<file path="config.mk">
export PLATFORM = sky130hd
export DESIGN_NAME = wd279x_id_scanner
export DESIGN_NICKNAME = d
export VERILOG_FILES = /design/src/rtl/wd279x_id_scanner.sv
export SDC_FILE = /design/constraint.sdc
export NUM_CORES = 1
export LEC_CHECK = 0
export CAP_MARGIN = 10
export CORE_MARGIN = 2
export CORE_UTILIZATION = 50
export CTS_CLUSTER_SIZE = 30
export DETAILED_ROUTE_END_ITERATION = 10
export GPL_ROUTABILITY_DRIVEN = 1
export PLACE_DENSITY = 0.73
export SLEW_MARGIN = 20
export SYNTH_ARGS = -nofsm -noshare
export SYNTH_HDL_FRONTEND = slang
export SYNTH_SLANG_ARGS = --single-unit
</file>
<file path="constraint.sdc">
create_clock -name clk -period 4.61 [get_ports clk]
set_input_delay 0.922 -clock clk [delete_from_list [all_inputs] [get_ports clk]]
set_output_delay 0.922 -clock clk [all_outputs]
set_load 0.1 [all_outputs]
</file>
<file path="src/rtl/wd279x_id_scanner.sv">
// WD279x-style ID address mark scanner.
// Hunts for three A1 sync marks followed by an FE ID mark, collects the six
// ID bytes (track, side, sector, length, CRC hi, CRC lo) and checks the
// CCITT CRC over marks, FE and all six bytes. A good field leaves 0000 in
// the CRC register. A further A1 after the third mark keeps the CRC of
// exactly three marks, so a long run of marks still verifies correctly.
module wd279x_id_scanner (
  input  logic            clk,
  input  logic            reset,
  input  logic            enable,
  input  logic [7:0]      byte_in,
  input  logic            byte_stb,
  input  logic            mark_in,
  output logic [5:0][7:0] sec_id,
  output logic            data_valid,
  output logic            crc_error,
  output logic            busy
);

  typedef enum logic [1:0] {IDLE, SYNC, COLLECT, CHECK} state_t;

  localparam logic [7:0]  SYNC_BYTE = 8'hA1;
  localparam logic [7:0]  ID_MARK   = 8'hFE;
  localparam logic [15:0] CRC_PRESET = 16'hFFFF;

  state_t          state_q, state_d;
  logic [1:0]      mark_cnt_q, mark_cnt_d;
  logic [15:0]     crc_q, crc_d;
  logic [2:0]      idx_q, idx_d;
  logic [5:0][7:0] shadow_q, shadow_d;
  logic [5:0][7:0] sec_id_q, sec_id_d;
  logic            data_valid_q, data_valid_d;
  logic            crc_error_q, crc_error_d;

  logic [15:0]     crc_upd;
  logic [15:0]     crc_fresh;
  logic            a1_mark;

  // CCITT 0x1021 update, one byte shifted in MSB first.
  function automatic logic [15:0] crc_step(input logic [15:0] crc, input logic [7:0] data);
    logic [15:0] c;
    c = crc;
    for (int i = 7; i >= 0; i--) begin
      if (c[15] ^ data[i]) c = {c[14:0], 1'b0} ^ 16'h1021;
      else                 c = {c[14:0], 1'b0};
    end
    return c;
  endfunction

  assign crc_upd   = crc_step(crc_q, byte_in);
  assign crc_fresh = crc_step(CRC_PRESET, SYNC_BYTE);
  assign a1_mark   = mark_in && (byte_in == SYNC_BYTE);

  // Next-state, CRC, byte capture and result pulses.
  always_comb begin
    state_d      = state_q;
    mark_cnt_d   = mark_cnt_q;
    crc_d        = crc_q;
    idx_d        = idx_q;
    shadow_d     = shadow_q;
    sec_id_d     = sec_id_q;
    data_valid_d = 1'b0;
    crc_error_d  = 1'b0;

    if (!enable) begin
      state_d    = IDLE;
      mark_cnt_d = 2'd0;
    end else begin
      case (state_q)
        IDLE: begin
          if (byte_stb && a1_mark) begin
            state_d    = SYNC;
            mark_cnt_d = 2'd1;
            crc_d      = crc_fresh;
          end
        end
        SYNC: begin
          if (byte_stb) begin
            if (a1_mark) begin
              if (mark_cnt_q != 2'd3) begin
                mark_cnt_d = mark_cnt_q + 2'd1;
                crc_d      = crc_upd;
              end
            end else if (!mark_in && byte_in == ID_MARK && mark_cnt_q == 2'd3) begin
              state_d    = COLLECT;
              mark_cnt_d = 2'd0;
              idx_d      = 3'd0;
              crc_d      = crc_upd;
            end else begin
              state_d    = IDLE;
              mark_cnt_d = 2'd0;
            end
          end
        end
        COLLECT: begin
          if (byte_stb) begin
            if (a1_mark) begin
              state_d    = SYNC;
              mark_cnt_d = 2'd1;
              crc_d      = crc_fresh;
            end else if (mark_in) begin
              state_d    = IDLE;
              mark_cnt_d = 2'd0;
            end else begin
              shadow_d[idx_q] = byte_in;
              crc_d           = crc_upd;
              if (idx_q == 3'd5) state_d = CHECK;
              else               idx_d   = idx_q + 3'd1;
            end
          end
        end
        CHECK: begin
          sec_id_d = shadow_q;
          if (crc_q == 16'h0000) data_valid_d = 1'b1;
          else                   crc_error_d  = 1'b1;
          state_d    = IDLE;
          mark_cnt_d = 2'd0;
        end
        default: begin
          state_d    = IDLE;
          mark_cnt_d = 2'd0;
        end
      endcase
    end
  end

  // State and datapath registers with asynchronous reset.
  always_ff @(posedge clk or posedge reset) begin
    if (reset) begin
      state_q      <= IDLE;
      mark_cnt_q   <= 2'd0;
      crc_q        <= CRC_PRESET;
      idx_q        <= 3'd0;
      shadow_q     <= '0;
      sec_id_q     <= '0;
      data_valid_q <= 1'b0;
      crc_error_q  <= 1'b0;
    end else begin
      state_q      <= state_d;
      mark_cnt_q   <= mark_cnt_d;
      crc_q        <= crc_d;
      idx_q        <= idx_d;
      shadow_q     <= shadow_d;
      sec_id_q     <= sec_id_d;
      data_valid_q <= data_valid_d;
      crc_error_q  <= crc_error_d;
    end
  end

  assign sec_id     = sec_id_q;
  assign data_valid = data_valid_q;
  assign crc_error  = crc_error_q;
  assign busy       = (state_q == COLLECT);

endmodule

</file>
==> metrics.sh, run 1 <==
NUMBER_OF_ANTENNA_VIOLATIONS_AT_THE_FIRST_CHECK_IN_GLOBAL_ROUTING=0
NETSWITCHINGFRACTION=0.254
NUM_IO_PINS=64
ELEMENT_TYPE_AT_THE_CRITICAL_PATH_START='flip-flop'
DRT.ANTENNA.VIOLATING_NETS=0
PIN_COUNT_OF_THE_BIGGEST_NET_ENTERING_GLOBAL_ROUTING=77
COMBPWRFRAC=0.122
WORSTREG2REGSTART='state_q[0]$_DFFE_PP0P_'
CHIPWIDTH_UM=108
POST_SYNTH_INST_COUNT=393
TIMING_HOLD_VIOLATIONS_FINAL=0
VDD_IR_DROP_MAX_mV=0.289
CORE_FOOTPRINT_UM2=10700
TIMING.CLOCK.SKEW_PS=6.22
CLKSINKCOUNT=121
FINAL_NET_COUNT=481
NET-SWITCHING-POWER_uW=703
TOTALNEGATIVESETUPSLACK_PS=0
R2R_CELLS=6
YOSYS.CELL_COUNT.TOP_TYPE='dfrtp_1'
SYNTHARSTFLOPSHARE=1.00
SETUP_VIOLATIONS=0
YOSYSUNIQUECELLTYPES=46
RUN_STATUS='complete, no violations'
CTS-RESIZED-GATES=0
TOP_FF_CELL_SYNTH='dfrtp_1'
YS_SEQ_ELEMENTS=121
HPWL_MM=7.23
CAP_VIOLATIONS=0
POWER.INTERNAL_uW=2060
GRT_PASS1_WL_MM=18.1
REG2REG_SLACK_PS=1790
AREA_LEADER_NETLIST='dfrtp_1'
CLK_PATH_BUF_DEPTH=2
ARRIVAL_PS=2790
R2R_END='shadow_q[35]$_DFFE_PP0P_'
DRTITER0DRC=144
PORTION_OF_THE_POST_SYNTHESIS_AREA_USED_BY_SEQUENTIAL_ELEMENTS=0.560
CLKTRANSATPATHREGS_PS=60
FIRST_GLOBAL_VIAS=3477
EDFF_COUNT_SYNTH=0
CLK-INSERTION-DELAY-LATE_PS=510
INITIAL_CORE_UTIL=0.507
COUNT_OF_FINAL_MAX_SLEW_CHECK_FAILURES=0
ANTENNADIODECOUNT=0
LAYOUT-AREA-OVERHEAD-VS-SYNTH_PCT=23.8
LARGEST_CELLS_BY_AREA_AFTER_SYNTHESIS='dfrtp_1 48%, mux2_2 21%, dfstp_2 7.7%, xnor2_1 3.1%, mux2_4 2.8%'
POSTCTSSETUPBUFFERS=0
CTS_TREE='yes'
CTS-BUFFERS-INSERTED=17
FIN_WORST_HOLD_SLACK_PS=501
SEQ_POWER_SHARE=0.427
DRC=0
SHARE_CLK_OF_TOTAL_POWER=0.452
GLOBALPLACE.CONGESTION=0.805
H-TREE-DEPTH=4
PERIOD_MINUS_SLACK_PS=3720
NUM-FILL-CELLS=824
FINAL_LAYOUT_SIZE_SUFFIX_GT1_FRAC=0.367
POWER.STATIC_LEAKAGE_uW=0.00315
POSTLAYOUTCOREUTIL=0.627
AGGREGATE_GLOBAL_ROUTING_OVERFLOW=0
WORST_SETUP_PATH_ENDPOINT='busy'
SYNTH.CELL_AREA_UM2=5440
SYNTH_TOP_CELLS_BY_COUNT='105 x dfrtp_1, 100 x mux2_2, 19 x xnor2_1'
GRT_SETUP_UNREPAIRED='no'
CRITICAL_PATH.ENDPOINT_TYPE='primary output'
YOSYSWARNINGS=0
SHARE_OF_YOSYS_CELL_AREA_CLAIMED_BY_THE_TOP_AREA_CELL_TYPE=0.483
CP_LAUNCH_POINT='state_q[0]$_DFFE_PP0P_'
CRITPATHREQUIREDTIME_PS=3690
DIE-AREA_UM2=11700
FIRST_PASS_ITERS=4
POSTROUTEWIRELENGTH_MM=11.0
DR_TOTAL_VIAS=3307
AVGSYNTHCELLAREA_UM2=13.9
ROUTEDWLPERCELL_UM=18.0
MIN_PATH_TYPE='flip-flop to flip-flop'
MAX_FREQ_MHz=269
TIMING.SETUP.CRITICAL_PATH_CLASS='flip-flop to primary output'
FINAL.PERIOD_UTILIZATION=0.806
DIE_H_UM=108
REPORT.POWER.TOTAL_uW=2770
IO_BUFFERS=63
ROWS=38
SYNTH_NETS=415
PATH_MAX_FANOUT=16
POSTCTSHOLDBUFS=0
ROUTE.DETAILED.VIAS_PER_INST=5.40
SLEW_HEADROOM=0.329
GRT_UTIL_ALL_LAYERS=0.207
PWR_DENSITY_CELL_nW_PER_UM2=411
CTS_ROOT_BUFFER='clkbuf_8'
WORST-SLEW-PIN-TRANSITION_PS=1000
-- critical path, stage by stage, from the launching register on --
cell,delay (ps)
dfrtp_1,420
inv_1,120
ha_1,500
clkdlybuf4s50_1,1240
-- layout make-up --
| type | instances | area [um^2] | share of cell area |
|---|---|---|---|
| clock buffers | 19 | 432 | 0.0641 |
| clock inverters | 13 | 129 | 0.0191 |
| inverters | 12 | 47.5 | 0.00706 |
| multi-input cells | 240 | 2250 | 0.333 |
| flip-flops and latches | 121 | 3050 | 0.452 |
| well taps | 140 | 175 | 0.0260 |
| repair buffers | 67 | 661 | 0.0981 |
-- how the worst min path moves through the flow --
stage | cells after the start | slack (ps) | endpoint | from
floorplan | 1 | 460 | shadow_q[40]$_DFFE_PP0P_ | shadow_q[40]$_DFFE_PP0P_
finish | 1 | 500 | sec_id[26]$_DFFE_PP0P_ | shadow_q[26]$_DFFE_PP0P_
detailed placement | 1 | 490 | sec_id[31]$_DFFE_PP0P_ | shadow_q[31]$_DFFE_PP0P_
global placement | 1 | 470 | shadow_q[40]$_DFFE_PP0P_ | shadow_q[40]$_DFFE_PP0P_
CTS | 1 | 500 | sec_id[31]$_DFFE_PP0P_ | shadow_q[31]$_DFFE_PP0P_
global route | 1 | 510 | sec_id[43]$_DFFE_PP0P_ | shadow_q[43]$_DFFE_PP0P_
-- state kept, by name, indices dropped and copies added (netlist names) --
| name | count |
|---|---|
| sec_id | 48 |
| shadow_q | 48 |
| crc_q | 16 |
| idx_q | 3 |
| mark_cnt_q | 2 |
| state_q | 2 |
| crc_error | 1 |
| data_valid | 1 |
-- cells by family (layout without fill, tap and decap cells) --
logic type,count (synthesis),after routing,synth area share
fa+ha+maj,9,9,0.0207
compound gates,27,27,0.0363
simple gates,63,63,0.0685
mux,117,117,0.248
buf+inv,32,111,0.0280
xor+xnor,24,24,0.0386
flops,121,121,0.560
-- stage by stage --
stage / setup slack, ps / instances / area (um^2)
floorplan: 500 / 393 / 5440
global placement: 1250 / 580 / 6180
detailed placement: 1210 / 580 / 6180
CTS: 874 / 612 / 6740
global route: 754 / 612 / 6740
finish: 893 / 612 / 6740
-- per-layer routing --
metal	global-route usage	vias to the layer above	part of all wire
li1	-	1510	-
met1	0.266	1701	0.44
met2	0.330	80	0.50
met3	0.0627	16	0.049
met4	0.0797	0	0.012
met5	0	-	0
-- power by group through the flow --
stage	Clock [uW]	Sequential (uW)	Combinational [uW]
finish	1250	1180	337
global route	1320	1190	373
CTS	1270	1180	340
detailed placement	0	1200	338
global placement	0	1200	332
floorplan	0	1180	277
-- placed cells by master (no fill, tap or decap), types with 4 or more instances in the layout --
cell	synthesis	final
nor2_1	11	11
inv_1	11	10
o21ai_0	8	8
a21oi_1	7	7
ha_1	9	9
mux2_2	100	100
clkdlybuf4s50_1	0	63
clkinv_2	0	6
mux2i_1	4	4
nand3_1	8	8
clkbuf_16	0	16
dfstp_2	16	16
xnor2_1	19	19
nor3_1	4	4
clkinvlp_4	0	4
buf_4	2	4
nor2b_1	5	5
dfrtp_1	105	105
nand2_1	16	15
xor2_1	5	5
mux2_4	10	10
nor4_1	4	4
Power figures use the tool's default switching activity.
==> run 2: changes to the inputs <==
--- a/config.mk
+++ b/config.mk
@@ -11,7 +11,7 @@
 export CTS_CLUSTER_SIZE = 30
 export DETAILED_ROUTE_END_ITERATION = 10
 export GPL_ROUTABILITY_DRIVEN = 1
-export PLACE_DENSITY = 0.73
+export PLACE_DENSITY = 0.75
 export SLEW_MARGIN = 20
 export SYNTH_ARGS = -nofsm -noshare
 export SYNTH_HDL_FRONTEND = slang
==> constraint.sdc (replaced) <==
create_clock -name clk -period 3.3 [get_ports clk]
set_input_delay 0.66 -clock clk [delete_from_list [all_inputs] [get_ports clk]]
set_output_delay 0.66 -clock clk [all_outputs]
set_load 0.1 [all_outputs]
==> run 2 against run 1 <==
  * Global-route usage grew 0.71 points
  * Worst setup slack lost 360 ps
  * Total power grew 49%
  * Largest power group unchanged
  * Cell count grew 1.1%
  * Final area grew 0.45%
  * Highest routed layer unchanged
  * Sequential cell count is the same
  * Die area is the same
  * Core utilization grew 0.28 points
  * Register-to-register slack lost 1300 ps
  * Critical path type is now flip-flop to flip-flop
  * Count of clock-buffer cells in the layout shrank 2
  * Clock power grew 58%
==> metrics.sh, run 2 (same netlist as run 1, synthesis figures left out) <==
HPWL_MM=7.73
FINAL_NET_COUNT=488
MOSTFREQUENTLAYOUTCELLS='105 x dfrtp_1, 100 x mux2_2, 60 x buf_4'
TIMING.CRITICAL_PATH.CELLS='inv_1 > ha_1 > nor2_1 > o211a_1 > nand3_1 > o21ai_4 > mux2_2'
PLACE_INST=587
ARRIVAL_PS=3210
WORST-SLEW-PIN-TRANSITION_PS=693
NET-SWITCHING-POWER_uW=1010
WORSTREG2REGSTART='state_q[0]$_DFFE_PP0P_'
IO_BUFFERS=63
CRITICAL_PATH_DEPTH=7
ELEMENT_TYPE_AT_THE_CRITICAL_PATH_START='flip-flop'
FINAL_LAYOUT_SIZE_SUFFIX_GT1_FRAC=0.484
POST_DP_CELL_AREA_UM2=6130
FIRST_PASS_ITERS=4
VDD_IR_DROP_MAX_mV=0.474
COUNT_OF_FINAL_MAX_SLEW_CHECK_FAILURES=0
PIN_COUNT_OF_THE_BIGGEST_NET_ENTERING_GLOBAL_ROUTING=68
WORST_SETUP_PATH_ENDPOINT='crc_q[6]$_DFFE_PP1P_'
R2R_END='crc_q[6]$_DFFE_PP1P_'
CLKTRANSATPATHREGS_PS=60
DIE_H_UM=108
MIN_PATH_TYPE='flip-flop to flip-flop'
POWER.STATIC_LEAKAGE_uW=0.00333
POSTCTSHOLDBUFS=0
R2R_CELLS=7
CAP_VIOLATIONS=0
CTS_ROOT_BUFFER='clkbuf_8'
CTS-RESIZED-GATES=0
DRTITER0DRC=184
PERIOD_MINUS_SLACK_PS=2760
GLOBALPLACE.CONGESTION=0.837
PWR_DENSITY_CELL_nW_PER_UM2=608
CLKSINKCOUNT=121
CRITICAL_PATH.ENDPOINT_TYPE='flip-flop'
CTS-BUFFERS-INSERTED=17
POSTCTSSETUPBUFFERS=0
TOTALNEGATIVESETUPSLACK_PS=0
NUMBER_OF_ANTENNA_VIOLATIONS_AT_THE_FIRST_CHECK_IN_GLOBAL_ROUTING=0
TIMING.CLOCK.SKEW_PS=7.28
AGGREGATE_GLOBAL_ROUTING_OVERFLOW=0
POSTLAYOUTCOREUTIL=0.630
SHARE_CLK_OF_TOTAL_POWER=0.482
HOLD_DEPTH=1
REG2REG_SLACK_PS=540
TIMING_HOLD_VIOLATIONS_FINAL=0
DR_TOTAL_VIAS=3337
ROUTEDWLPERCELL_UM=18.7
SETUP_VIOLATIONS=0
PATH_MAX_FANOUT=16
FINAL-INSTANCE-COUNT-EXCL-FILL=619
TIMING.SETUP.CRITICAL_PATH_CLASS='flip-flop to flip-flop'
CTS_TREE='yes'
ANTENNADIODECOUNT=0
CLK-INSERTION-DELAY-LATE_PS=520
DRT.ANTENNA.VIOLATING_NETS=0
MAX_STAGE_DELAY_PS=570
CORE_FOOTPRINT_UM2=10700
CHIPWIDTH_UM=108
FINAL.PERIOD_UTILIZATION=0.838
POWER.INTERNAL_uW=3110
ROUTE.DETAILED.VIAS_PER_INST=5.39
SEQ_POWER_SHARE=0.400
CP_TOP_FAMILY='compound AO/OA/AOI/OAI gates'
CRITPATHREQUIREDTIME_PS=3740
NETSWITCHINGFRACTION=0.245
H-TREE-DEPTH=4
INITIAL_CORE_UTIL=0.507
POSTROUTEWIRELENGTH_MM=11.6
LAYOUT.CELLS.MOST_COMMON='dfrtp_1'
MAX_FREQ_MHz=362
POSTLAYOUTCELLAREA_UM2=6770
CP_LAUNCH_POINT='state_q[0]$_DFFE_PP0P_'
DRC=0
GRT_PASS1_WL_MM=18.8
RUN_STATUS='complete, no violations'
COMBPWRFRAC=0.118
WORST-PATH-BUF-INV=1
LAYOUT-AREA-OVERHEAD-VS-SYNTH_PCT=24.3
SLEW_HEADROOM=0.536
DIE-AREA_UM2=11700
GRT_UTIL_ALL_LAYERS=0.214
GRT_SETUP_UNREPAIRED='no'
NUM_IO_PINS=64
ROWS=38
FIRST_GLOBAL_VIAS=3594
CLK_PATH_BUF_DEPTH=2
SLOWEST_STAGE='o21ai_4'
==> run 2: changes by cell type in the layout (fill, tap and decap cells not counted), moves of 2 or more <==
cell,before,now
bufinv_16,2,5
clkinv_4,1,3
clkinv_2,6,2
buf_12,0,2
buf_4,4,60
clkdlybuf4s50_1,63,12
==> run 2: worst min-delay path by stage <==
stage	startpoint	end
finish	shadow_q[40]$_DFFE_PP0P_	shadow_q[40]$_DFFE_PP0P_
CTS	shadow_q[40]$_DFFE_PP0P_	shadow_q[40]$_DFFE_PP0P_
detailed placement	shadow_q[40]$_DFFE_PP0P_	shadow_q[40]$_DFFE_PP0P_
global route	shadow_q[26]$_DFFE_PP0P_	sec_id[26]$_DFFE_PP0P_
floorplan	shadow_q[40]$_DFFE_PP0P_	shadow_q[40]$_DFFE_PP0P_
global placement	shadow_q[40]$_DFFE_PP0P_	shadow_q[40]$_DFFE_PP0P_
==> run 2: through the flow <==
stage               worst slack [ps]  power, uW  hold WS (ps)
global placement                 255       2140           478
finish                           536       4120           486
CTS                              546       4150           492
detailed placement               258       2150           479
floorplan                        498       2040           460
global route                     346       4280           516
==> run 2: final cells by class <==
class	count	area (um^2)
multi-input cells	240	2250
clock inverters	15	225
repair buffers	74	611
well taps	140	175
fillers	820	3980
flip-flops and latches	121	3050
clock buffers	17	414
inverters	12	48.8
==> run 2: power by group through the flow <==
stage	sequential [uW]	clock, uW	combinational (uW)
after CTS	1650	2020	488
after global routing	1650	2090	530
after detailed placement	1670	0	479
final	1650	1980	485
after floorplan	1650	0	387
after global placement	1670	0	469
==> run 2: worst reg2reg max path: cells and delay by family (launching register included) <==
kind / cells / cell delay, ps
muxes: 1 / 420
adders and majority gates: 1 / 390
buffers and inverters: 1 / 100
DFF: 1 / 410
AOI/OAI and AO/OA: 2 / 820
and+or+nand+nor: 2 / 550
==> run 2: routing by layer <==
| metal | vias up | routed length, um | GRT usage |
|---|---|---|---|
| met5 | - | 0 | 0 |
| met4 | 0 | 129 | 0.0769 |
| met3 | 12 | 384 | 0.0476 |
| met2 | 63 | 5650 | 0.349 |
| met1 | 1733 | 5390 | 0.283 |
| li1 | 1529 | - | - |
==> run 3: changes to the inputs <==
==> constraint.sdc (replaced) <==
create_clock -name clk -period 2.3 [get_ports clk]
set_input_delay 0.46 -clock clk [delete_from_list [all_inputs] [get_ports clk]]
set_output_delay 0.46 -clock clk [all_outputs]
set_load 0.1 [all_outputs]
==> run 3 against run 2 <==
  * Total power up 45%
  * Cell count up 5.7%
  * Non-clock buffer count up 38
  * Critical path type unchanged
  * Critical endpoint is now shadow_q[34]$_DFFE_PP0P_
  * Largest cell class unchanged
==> metrics.sh, run 3 (same netlist as run 1, synthesis figures left out) <==
NUM-FILL-CELLS=801
IO_BUFFERS=63
WORST-SLEW-PIN-TRANSITION_PS=626
H-TREE-DEPTH=4
TIMING.CRITICAL_PATH.CELLS='inv_1 > ha_4 > nor2b_1 > nand4b_1 > nor3_2 > buf_4 > mux2_2'
DRTITER0DRC=174
CLKTRANSATPATHREGS_PS=60
POWER.STATIC_LEAKAGE_uW=0.00353
MAX_FREQ_MHz=460
CTS-BUFFERS-INSERTED=17
DRT.ANTENNA.VIOLATING_NETS=0
CTS_ROOT_BUFFER='clkbuf_8'
LAYOUT.CELLS.MOST_COMMON='dfrtp_1'
GRT_SETUP_UNREPAIRED='no'
FINAL_LAYOUT_SIZE_SUFFIX_GT1_FRAC=0.519
COUNT_OF_FINAL_MAX_SLEW_CHECK_FAILURES=0
LAYOUT-AREA-OVERHEAD-VS-SYNTH_PCT=30.0
CRITPATHREQUIREDTIME_PS=2690
NUM_IO_PINS=64
DIE_H_UM=108
POSTCTSHOLDBUFS=0
CTS_TREE='yes'
FIRST_PASS_ITERS=4
CORE_FOOTPRINT_UM2=10700
CRITICAL_PATH.ENDPOINT_TYPE='flip-flop'
CHIPWIDTH_UM=108
POSTROUTEWIRELENGTH_MM=11.8
FINAL_NET_COUNT=526
CAP_VIOLATIONS=0
RUN_STATUS='complete, no violations'
ROWS=38
CLK_PATH_BUF_DEPTH=2
NUMBER_OF_ANTENNA_VIOLATIONS_AT_THE_FIRST_CHECK_IN_GLOBAL_ROUTING=0
VDD_IR_DROP_MAX_mV=0.604
HPWL_MM=7.93
GRT_PASS1_WL_MM=19.7
POST_DP_CELL_AREA_UM2=6430
TOTALNEGATIVESETUPSLACK_PS=0
FINAL.PERIOD_UTILIZATION=0.944
PERIOD_MINUS_SLACK_PS=2170
ANTENNADIODECOUNT=0
MULTIINPUTGATEAREA_UM2=2260
PIN_COUNT_OF_THE_BIGGEST_NET_ENTERING_GLOBAL_ROUTING=122
DRC=0
TIMING.SETUP.CRITICAL_PATH_CLASS='flip-flop to flip-flop'
POSTLAYOUTCELLAREA_UM2=7080
GLOBALPLACE.CONGESTION=0.818
TIMING_HOLD_VIOLATIONS_FINAL=0
PWR_DENSITY_CELL_nW_PER_UM2=845
CLK-INSERTION-DELAY-LATE_PS=510
AGGREGATE_GLOBAL_ROUTING_OVERFLOW=0
TIMING.CLOCK.SKEW_PS=8.11
MOSTFREQUENTLAYOUTCELLS='105 x dfrtp_1, 100 x mux2_2, 96 x buf_4'
REG2REG_SLACK_PS=130
SLEW_HEADROOM=0.583
FIRST_GLOBAL_VIAS=3843
POSTLAYOUTCOREUTIL=0.659
ARRIVAL_PS=2570
ROUTEDWLPERCELL_UM=18.0
PATH_MAX_FANOUT=8
GRT_UTIL_ALL_LAYERS=0.224
SLOWEST_STAGE='dfrtp_1'
SETUP_VIOLATIONS=0
REPORT.POWER.TOTAL_uW=5980
DIE-AREA_UM2=11700
MIN_PATH_TYPE='input port to asynchronous set/reset pin'
REGISTER_AREA_UM2=3050
INITIAL_CORE_UTIL=0.507
CTS-RESIZED-GATES=0
DR_TOTAL_VIAS=3460
ROUTE.DETAILED.VIAS_PER_INST=5.29
ELEMENT_TYPE_AT_THE_CRITICAL_PATH_START='flip-flop'
POSTCTSSETUPBUFFERS=0
MAX_STAGE_DELAY_PS=430
CLKSINKCOUNT=121
run 3: changes by cell type in the layout (fill, tap and decap cells not counted):
cell,previous run,this run
clkbuf_8,1,4
buf_4,60,96
clkinvlp_4,5,1
clkbuf_1,0,1
ha_4,0,1
clkinv_4,3,1
buf_12,2,4
ha_1,9,8
inv_6,1,0
run 3: area by class of cell:
cell class,instances,share of cell area
clock buffers,21,0.0649
flip-flops and latches,121,0.431
well taps,140,0.0247
multi-input cells,240,0.319
repair buffers,112,0.130
clock inverters,8,0.0239
inverters,12,0.00689
run 3: metal layers:
| metal | routed length [um] | GRT usage | up-vias |
|---|---|---|---|
| met2 | 5900 | 0.372 | 66 |
| met5 | 0 | 0 | - |
| met1 | 5160 | 0.278 | 1771 |
| met3 | 442 | 0.0633 | 23 |
| met4 | 276 | 0.0842 | 0 |
| li1 | - | - | 1600 |
run 3: critical path: cells and delay by family, from the launching register on:
family        cells  cell delay, ps
fa+ha+maj         1             220
mux               1             360
simple gates      3             650
flops             1             430
buf+inv           2             390
run 3: metrics by stage:
step                instances  hold slack (ps)  setup slack (ps)
floorplan                 393              460              18.4
global placement          624              484              -348
detailed placement        624              490              -426
CTS                       653              501              11.6
global route              654              518              14.4
finish                    654              479               128
run 3: final timing paths:
| check | start | end | cells after the start |
|---|---|---|---|
| hold reg to reg | shadow_q[40]$_DFFE_PP0P_ | shadow_q[40]$_DFFE_PP0P_ | 1 |
| max in group asynchronous | reset | state_q[0]$_DFFE_PP0P_ | 3 |
| setup / recovery | state_q[0]$_DFFE_PP0P_ | shadow_q[34]$_DFFE_PP0P_ | 7 |
| hold / removal | reset | sec_id[44]$_DFFE_PP0P_ | 3 |
| setup reg to reg | state_q[0]$_DFFE_PP0P_ | shadow_q[34]$_DFFE_PP0P_ | 7 |
| min in group clk | shadow_q[40]$_DFFE_PP0P_ | shadow_q[40]$_DFFE_PP0P_ | 1 |
run 3: report_power, final:
group	switching, uW	leakage (uW)	internal, uW	total (uW)
Clock	885	0.000310	1930	2820
Sequential	95.2	0.00163	2270	2360
Combinational	389	0.00159	409	798
Total	1370	0.00353	4610	5980
